`config.mk`:
```
export PLATFORM = sky130hd
export DESIGN_NAME = calc_core_param_flat
export DESIGN_NICKNAME = d
export VERILOG_FILES = /design/src/rtl/calc_core_param_pkg.sv /design/src/rtl/calc_core_param_if.sv /design/src/rtl/calc_core_param_seq_muldiv.sv /design/src/rtl/calc_core_param.sv /design/src/flat_wrapper.sv
export SDC_FILE = /design/constraint.sdc
export NUM_CORES = 1
export LEC_CHECK = 0
export CAP_MARGIN = 20
export CORE_ASPECT_RATIO = 1.1
export CORE_UTILIZATION = 50
export CTS_CLUSTER_DIAMETER = 150
export CTS_CLUSTER_SIZE = 20
export DETAILED_ROUTE_END_ITERATION = 16
export HOLD_SLACK_MARGIN = 0.06
export PLACE_DENSITY = 0.76
export SETUP_SLACK_MARGIN = 0.5
export SLEW_MARGIN = 20
export SYNTH_ARGS = -nofsm -noshare
export SYNTH_HDL_FRONTEND = slang
export SYNTH_SLANG_ARGS = --single-unit
```
`constraint.sdc`:
```
create_clock -name clk -period 6.3 [get_ports clk]
set_input_delay 1.26 -clock clk [delete_from_list [all_inputs] [get_ports clk]]
set_output_delay 1.26 -clock clk [all_outputs]
set_load 0.02 [all_outputs]
```
`src/rtl/calc_core_param_pkg.sv`:
```
// rtl/calc_core_param_pkg.sv - shared types for calc_core_param (opcodes, FSM states)
package calc_pkg;

  localparam int OP_W = 3;

  typedef enum logic [OP_W-1:0] {
    OP_ADD  = 3'd0,
    OP_SUB  = 3'd1,
    OP_AND  = 3'd2,
    OP_OR   = 3'd3,
    OP_XOR  = 3'd4,
    OP_MUL  = 3'd5,
    OP_DIV  = 3'd6,
    OP_RSVD = 3'd7
  } op_e;

  typedef enum logic [1:0] {
    S_IDLE = 2'd0,
    S_CALC = 2'd1,
    S_DONE = 2'd2
  } state_e;

endpackage

```
`src/rtl/calc_core_param_if.sv`:
```
// rtl/calc_core_param_if.sv - request/result bundle between register bank and core (CALC_ACCUM_EN adds accum_i)
interface calc_core_param_if #(
  parameter int WIDTH = 8
);
  import calc_pkg::*;

  logic               start_i;
  logic [OP_W-1:0]    op_i;
  logic [WIDTH-1:0]   a_i;
  logic [WIDTH-1:0]   b_i;
`ifdef CALC_ACCUM_EN
  logic               accum_i;
`endif
  logic               busy_o;
  logic               done_o;
  logic [2*WIDTH-1:0] result_o;
  logic               zero_o;
  logic               carry_o;
  logic               err_o;

  // register bank side
  modport master (
`ifdef CALC_ACCUM_EN
    output accum_i,
`endif
    output start_i, op_i, a_i, b_i,
    input  busy_o, done_o, result_o, zero_o, carry_o, err_o
  );

  // core side
  modport slave (
`ifdef CALC_ACCUM_EN
    input  accum_i,
`endif
    input  start_i, op_i, a_i, b_i,
    output busy_o, done_o, result_o, zero_o, carry_o, err_o
  );

endinterface

```
`src/rtl/calc_core_param_seq_muldiv.sv`:
```
// rtl/calc_core_param_seq_muldiv.sv - shared iterative shift-add multiplier / restoring divider
module calc_seq_muldiv #(
  parameter int WIDTH = 8,
  parameter int CNT_W = $clog2(WIDTH+1)
) (
  input  logic               clk,
  input  logic               rst,
  input  logic               load,
  input  logic               step,
  input  logic               is_div,
  input  logic [WIDTH-1:0]   a,
  input  logic [WIDTH-1:0]   b,
  output logic               last,
  output logic [2*WIDTH-1:0] next_res
);

  // hi/lo hold {partial product, multiplier} for MUL and {remainder, quotient} for DIV
  logic [WIDTH-1:0] hi_q, lo_q, b_q;
  logic             div_q;
  logic [CNT_W-1:0] cnt_q;
  logic [WIDTH:0]   mul_sum, div_sh, div_diff;
  logic [WIDTH-1:0] hi_n, lo_n;

  // one iteration: add-and-shift-right for MUL, shift-left-and-trial-subtract for DIV
  always_comb begin
    mul_sum  = {1'b0, hi_q} + (lo_q[0] ? {1'b0, b_q} : '0);
    div_sh   = {hi_q, lo_q[WIDTH-1]};
    div_diff = div_sh - {1'b0, b_q};
    hi_n     = hi_q;
    lo_n     = lo_q;
    if (div_q) begin
      if (!div_diff[WIDTH]) begin
        hi_n = div_diff[WIDTH-1:0];
        lo_n = {lo_q[WIDTH-2:0], 1'b1};
      end else begin
        hi_n = div_sh[WIDTH-1:0];
        lo_n = {lo_q[WIDTH-2:0], 1'b0};
      end
    end else begin
      hi_n = mul_sum[WIDTH:1];
      lo_n = {mul_sum[0], lo_q[WIDTH-1:1]};
    end
  end

  assign next_res = {hi_n, lo_n};
  assign last     = (cnt_q == '0);

  // operand load and per-cycle step; counter saturates at zero
  always_ff @(posedge clk or posedge rst) begin
    if (rst) begin
      hi_q  <= '0;
      lo_q  <= '0;
      b_q   <= '0;
      div_q <= 1'b0;
      cnt_q <= '0;
    end else if (load) begin
      hi_q  <= '0;
      lo_q  <= a;
      b_q   <= b;
      div_q <= is_div;
      cnt_q <= CNT_W'(WIDTH-1);
    end else if (step) begin
      hi_q <= hi_n;
      lo_q <= lo_n;
      if (cnt_q != '0) cnt_q <= cnt_q - 1'b1;
    end
  end

endmodule

```
`src/rtl/calc_core_param.sv`:
```
// rtl/calc_core_param.sv - WIDTH-bit calculator core with start/busy/done handshake (CALC_ACCUM_EN: chained operand A)
module calc_core_param
  import calc_pkg::*;
#(
  parameter int WIDTH = 8,
  parameter int CNT_W = $clog2(WIDTH+1)
) (
  input logic              clk,
  input logic              rst,
  calc_core_param_if.slave bus
);

  state_e             state;
  op_e                op_q;
  logic [WIDTH-1:0]   a_q, b_q, a_sel;
  logic               accept, iterative, md_last;
  logic [2*WIDTH-1:0] md_res, res_next;
  logic               carry_next, err_next;
  logic [WIDTH:0]     sum;

`ifdef CALC_ACCUM_EN
  assign a_sel = bus.accum_i ? bus.result_o[WIDTH-1:0] : bus.a_i;
`else
  assign a_sel = bus.a_i;
`endif

  assign accept    = (state != S_CALC) && bus.start_i;
  assign iterative = (op_q == OP_MUL) || ((op_q == OP_DIV) && (b_q != '0));

  calc_seq_muldiv #(.WIDTH(WIDTH), .CNT_W(CNT_W)) u_muldiv (
    .clk      (clk),
    .rst      (rst),
    .load     (accept),
    .step     ((state == S_CALC) && iterative),
    .is_div   (op_e'(bus.op_i) == OP_DIV),
    .a        (a_sel),
    .b        (bus.b_i),
    .last     (md_last),
    .next_res (md_res)
  );

  // result and flags that will be captured on the edge entering DONE
  always_comb begin
    sum        = {1'b0, a_q} + {1'b0, b_q};
    res_next   = '0;
    carry_next = 1'b0;
    err_next   = 1'b0;
    case (op_q)
      OP_ADD: begin
        res_next   = {{(WIDTH-1){1'b0}}, sum};
        carry_next = sum[WIDTH];
      end
      OP_SUB: begin
        res_next   = {{WIDTH{1'b0}}, a_q - b_q};
        carry_next = (a_q < b_q);
      end
      OP_AND: res_next = {{WIDTH{1'b0}}, a_q & b_q};
      OP_OR:  res_next = {{WIDTH{1'b0}}, a_q | b_q};
      OP_XOR: res_next = {{WIDTH{1'b0}}, a_q ^ b_q};
      OP_MUL: res_next = md_res;
      OP_DIV: begin
        if (b_q == '0) begin
          res_next = {a_q, {WIDTH{1'b1}}};
          err_next = 1'b1;
        end else begin
          res_next = md_res;
        end
      end
      default: err_next = 1'b1;
    endcase
  end

  // control FSM with registered handshake, result and flags
  always_ff @(posedge clk or posedge rst) begin
    if (rst) begin
      state        <= S_IDLE;
      op_q         <= OP_ADD;
      a_q          <= '0;
      b_q          <= '0;
      bus.busy_o   <= 1'b0;
      bus.done_o   <= 1'b0;
      bus.result_o <= '0;
      bus.zero_o   <= 1'b1;
      bus.carry_o  <= 1'b0;
      bus.err_o    <= 1'b0;
    end else begin
      case (state)
        S_CALC: begin
          if (!iterative || md_last) begin
            state        <= S_DONE;
            bus.busy_o   <= 1'b0;
            bus.done_o   <= 1'b1;
            bus.result_o <= res_next;
            bus.zero_o   <= (res_next == '0);
            bus.carry_o  <= carry_next;
            bus.err_o    <= err_next;
          end
        end
        default: begin
          bus.done_o <= 1'b0;
          if (accept) begin
            state      <= S_CALC;
            op_q       <= op_e'(bus.op_i);
            a_q        <= a_sel;
            b_q        <= bus.b_i;
            bus.busy_o <= 1'b1;
          end else begin
            state <= S_IDLE;
          end
        end
      endcase
    end
  end

endmodule

```
`src/flat_wrapper.sv`:
```
// flat-port wrapper written by rule: the top's interface ports become plain ports
module calc_core_param_flat import calc_pkg::*;
#(
  parameter int WIDTH = 8,
  parameter int CNT_W = $clog2(WIDTH+1)
)
  (clk, rst, bus_start_i, bus_op_i, bus_a_i, bus_b_i, bus_busy_o, bus_done_o, bus_result_o, bus_zero_o, bus_carry_o, bus_err_o);
  calc_core_param_if #(.WIDTH(WIDTH)) bus_i ();
  input logic clk;
  input logic rst;
  input wire logic [$bits(bus_i.start_i)-1:0] bus_start_i;
  input wire logic [$bits(bus_i.op_i)-1:0] bus_op_i;
  input wire logic [$bits(bus_i.a_i)-1:0] bus_a_i;
  input wire logic [$bits(bus_i.b_i)-1:0] bus_b_i;
  output wire logic [$bits(bus_i.busy_o)-1:0] bus_busy_o;
  output wire logic [$bits(bus_i.done_o)-1:0] bus_done_o;
  output wire logic [$bits(bus_i.result_o)-1:0] bus_result_o;
  output wire logic [$bits(bus_i.zero_o)-1:0] bus_zero_o;
  output wire logic [$bits(bus_i.carry_o)-1:0] bus_carry_o;
  output wire logic [$bits(bus_i.err_o)-1:0] bus_err_o;
  assign bus_i.start_i = bus_start_i;
  assign bus_i.op_i = bus_op_i;
  assign bus_i.a_i = bus_a_i;
  assign bus_i.b_i = bus_b_i;
  assign bus_busy_o = bus_i.busy_o;
  assign bus_done_o = bus_i.done_o;
  assign bus_result_o = bus_i.result_o;
  assign bus_zero_o = bus_i.zero_o;
  assign bus_carry_o = bus_i.carry_o;
  assign bus_err_o = bus_i.err_o;
  calc_core_param #(.WIDTH(WIDTH), .CNT_W(CNT_W)) u_core (.clk(clk), .rst(rst), .bus(bus_i));
endmodule
```
==> metrics list <==
- The first TritonRoute pass finished after 5 iterations.
- Synthesized instance count: 568
- Worst slew margin: 27.5%
* Cts-stage hold buffer count: 0
- Number of antenna violations at the first check in global routing: 0
* Warning count from the yosys run: 0
- After detailed routing, the number of vias per cell comes to approximately 5.9.
- Starting DRC count in detailed routing: 402
- Once the floorplan was initialized, standard cells occupied 52.6% of the core.
- The number of different library cells used by synthesis comes to 67.
- The initialized floorplan defines 36 standard-cell rows.
- Transition time at the pin with the least slew margin: around 1100 ps
* Worst Clk Skew: 10.4 ps
* Die footprint: 9870 sq um
- In this run the worst hold path is classified as reg2reg.
- Proportion of layout cells with a drive suffix above 1: under 10%
- Nature of the critical path endpoint: register
- Highest-count cells in the layout ignoring fill and taps: nand2_1 (72), dfrtp_1 (61), nor2_1 (58)
- Area of the core: 9010 sq um
- The number of antenna diodes in the final layout is 0.
- X dimension of the die: 94.8 um
* Minimum period implied by the final worst setup slack: around 3400 ps
- Number of maximum-capacitance violations: 0
- Entering global routing, the biggest net connects 63 pins.
* Top fanout value on the critical path: 12
- Summed over all cells, the static leakage comes to 2.40 nW.
* Timing-limited maximum frequency: approximately 300 MHz
- In this run the tool buffered the top-level ports with 42 buffer cells.
- Synthesis produced a netlist with a net count of 635.
- Outcome: finished clean
- Synth Flop Type: dfrtp_1
- Relative to the synthesized area, the layout overhead comes to 14.0%.
* Post-CTS setup buffers: 0
- STA classifies the critical path startpoint as a register.
* Clk sink count: 62
* Sum of internal, switching and leakage power: 2.88 mW
- The number of endpoints with negative hold slack in the final report was 0.
- Post-synthesis instance area: 4740 sq um
- In this run the register-to-register setup slack is 2930 ps.
- First-pass GRT wire length: 21.1 mm
* Hpwl dp: 9.92 mm
* Number of global-route vias before repair: 4036
* Clock tree root buffer cell: clkbuf_8
- Setup violations remaining at the end of the flow were counted as 0.
- The routed design has 13.0 mm of wire.
- Post-synthesis area per instance: 8.34 sq um
- In the final routed layout, each cell accounts on average for 18.2 um.
- Counting the fill cells in the layout gives slightly above 800.
* Final count of pins violating max slew: 0
- Finished Layout Cells: 715
- At the worst endpoint, the required time is about 6600 ps.
- Global placement routability congestion: 0.968
- Data arrival time of the worst path: between 3000 and 4000 ps
- After detailed routing, the number of remaining DRC violations is 0.
- Overall die height: between 100 and 150 um
- Global routing finished with a remaining overflow of 0.
- In this run, synthesis produced a sequential element count of 62.
- The longest clock path from root to sink contains 2 buffers.
- Pwr Density: about 530 nW/um^2
- Counting tap cells, the placed design contains a total of 699 instances.
- Summed over all failing endpoints, the final setup total negative slack is 0 ps.
* Remaining number of nets flagged by the antenna check after routing: 0
- Critical path start-end classification: reg2reg
- H-tree depth reported by CTS: 3
* Most common cell after layout, fill and taps aside: nand2_1
- The routed layout has approximately 4200 vias.
- For the worst-skew pair, the clock arrives at the later sink with an insertion delay of 350 ps.
* Register clock-pin slew on the reported worst setup and hold paths: 80 ps
- Across the VDD grid, the largest voltage drop is 0.000334 V.
- Final-stage net count: between 600 and 700
* Number of synthesized flops with an enable pin: 0
- In the finished design, the share of the clock period the worst path needs comes to ~53%.
- GRT Total Usage: 28.2%
- Unrepaired setup endpoints after global routing: no
- Of the synthesized area, sequential elements account for 32.8%.
- TritonCTS built the clock tree.
* Number of buffers created by CTS: 9
- 43 I/O pins were placed.
* Post-CTS Resized: 0
* Async set-reset flop share out of synthesis: 100%
==> logic make-up after synthesis <==
group                    count (synthesis)  synth area share, %
AND/OR/NAND/NOR                        198                 20.0
AO/OA/AOI/OAI                          166                 22.3
multiplexers                            14                 3.22
flip-flops                              62                 32.8
adder cells (fa/ha/maj)                 45                 12.5
XOR/XNOR                                20                 3.85
buffers and inverters                   63                 5.36
==> synth_stat cells (3+ instances only) <==
cell / count / share of area [%]
ha_1: 41 / 11
and2_1: 9 / 1.2
a21boi_0: 3 / 0.48
fa_1: 4 / 1.7
nand2b_1: 10 / 1.3
nand2_1: 72 / 5.7
nand4_1: 3 / 0.40
a31oi_1: 8 / 1.1
o21ai_0: 51 / 5.4
inv_1: 35 / 2.8
a21o_1: 8 / 1.3
buf_2: 8 / 0.84
dfrtp_1: 61 / 32
o31ai_1: 6 / 0.95
o22ai_1: 8 / 1.1
o21ai_1: 6 / 0.63
o211ai_1: 5 / 0.79
clkbuf_1: 16 / 1.3
nand3b_1: 3 / 0.48
nor2b_1: 8 / 1.1
nor2_1: 58 / 4.6
xnor2_1: 15 / 2.8
xor2_1: 4 / 0.74
mux2i_1: 13 / 2.7
a21oi_1: 41 / 4.3
nand3_1: 13 / 1.4
nor3_1: 6 / 0.63
a211oi_1: 5 / 0.79
==> sequential cells by signal, summed over array words and instances, names as in the netlist <==
signal / count
u_core.b_q: 1
u_core.u_muldiv.hi_q: 8
u_core.bus.busy_o: 1
u_core.u_muldiv.cnt_q: 4
u_core.u_muldiv.lo_q: 8
u_core.bus.err_o: 1
u_core.op_q: 3
u_core.a_q: 8
u_core.u_muldiv.b_q: 7
u_core.state: 2
u_core.bus.carry_o: 1
u_core.bus.zero_o: 1
u_core.u_muldiv.div_q: 1
u_core.bus.result_o: 16
==> critical path, stage by stage (launching register included) <==
cell and delay [ps]:
dfrtp_1 400, inv_1 110, ha_1 180, inv_1 70, fa_1 460, a21oi_1 210
nand4b_2 200, a31oi_4 120, xnor2_2 480, mux2i_1 190, o21ai_0 280, and3b_1 200
o2111ai_1 120, o41ai_2 240
==> report_power, final <==
part	switching, mW	total, mW	leakage, nW	internal (mW)
Combinational	1.01	1.73	1.53	0.715
Sequential	0.231	0.782	0.773	0.551
Clock	0.181	0.368	0.100	0.187
Total	1.43	2.88	2.40	1.45
==> per-stage QoR <==
step / hold slack, ps / setup WS (ps) / instance area, sq um / utilization (%)
2_1_floorplan: 502 / 3500 / 4740 / -
5_1_grt: 503 / 2670 / 5400 / 60.0
3_5_place_dp: 466 / 3050 / 5200 / 57.7
4_1_cts: 487 / 2990 / 5400 / 60.0
6_report: 479 / 2930 / 5400 / 60.0
3_3_place_gp: 459 / 3210 / 5200 / 57.7
==> path summary, 6_finish.rpt <==
path | cells after the start | startpoint | end
max | 13 | u_core.u_muldiv.lo_q[7]$_DFFE_PP0P_ | u_core.bus.zero_o$_DFFE_PP1P_
min | 2 | u_core.bus.result_o[12]$_DFFE_PP0P_ | u_core.bus.result_o[12]$_DFFE_PP0P_
max reg2reg | 13 | u_core.u_muldiv.lo_q[7]$_DFFE_PP0P_ | u_core.bus.zero_o$_DFFE_PP1P_
min reg2reg | 2 | u_core.bus.result_o[12]$_DFFE_PP0P_ | u_core.bus.result_o[12]$_DFFE_PP0P_
max in group asynchronous | 3 | rst | u_core.state[0]$_DFFE_PP0P_
min in group asynchronous | 3 | rst | u_core.bus.result_o[15]$_DFFE_PP0P_
==> metal layers <==
| layer | global-route usage, % | vias up | wire, um |
|---|---|---|---|
| met2 | 42.7 | 192 | 5910 |
| met3 | 6.21 | 21 | 1030 |
| met5 | 0 | - | 0 |
| met4 | 8.44 | 0 | 346 |
| met1 | 40.1 | 1990 | 5740 |
| li1 | - | 2035 | - |
==> cell type report <==
class | instances | area, sq um | area share, %
Tap cell | 114 | 143 | 2.64
Clock inverter | 7 | 81.3 | 1.50
Inverter | 36 | 135 | 2.50
Timing Repair Buffer | 44 | 435 | 8.06
Multi-Input combinational cell | 443 | 2930 | 54.3
Clock buffer | 9 | 124 | 2.29
Sequential cell | 62 | 1550 | 28.7
(Power assumes the default switching activity.)
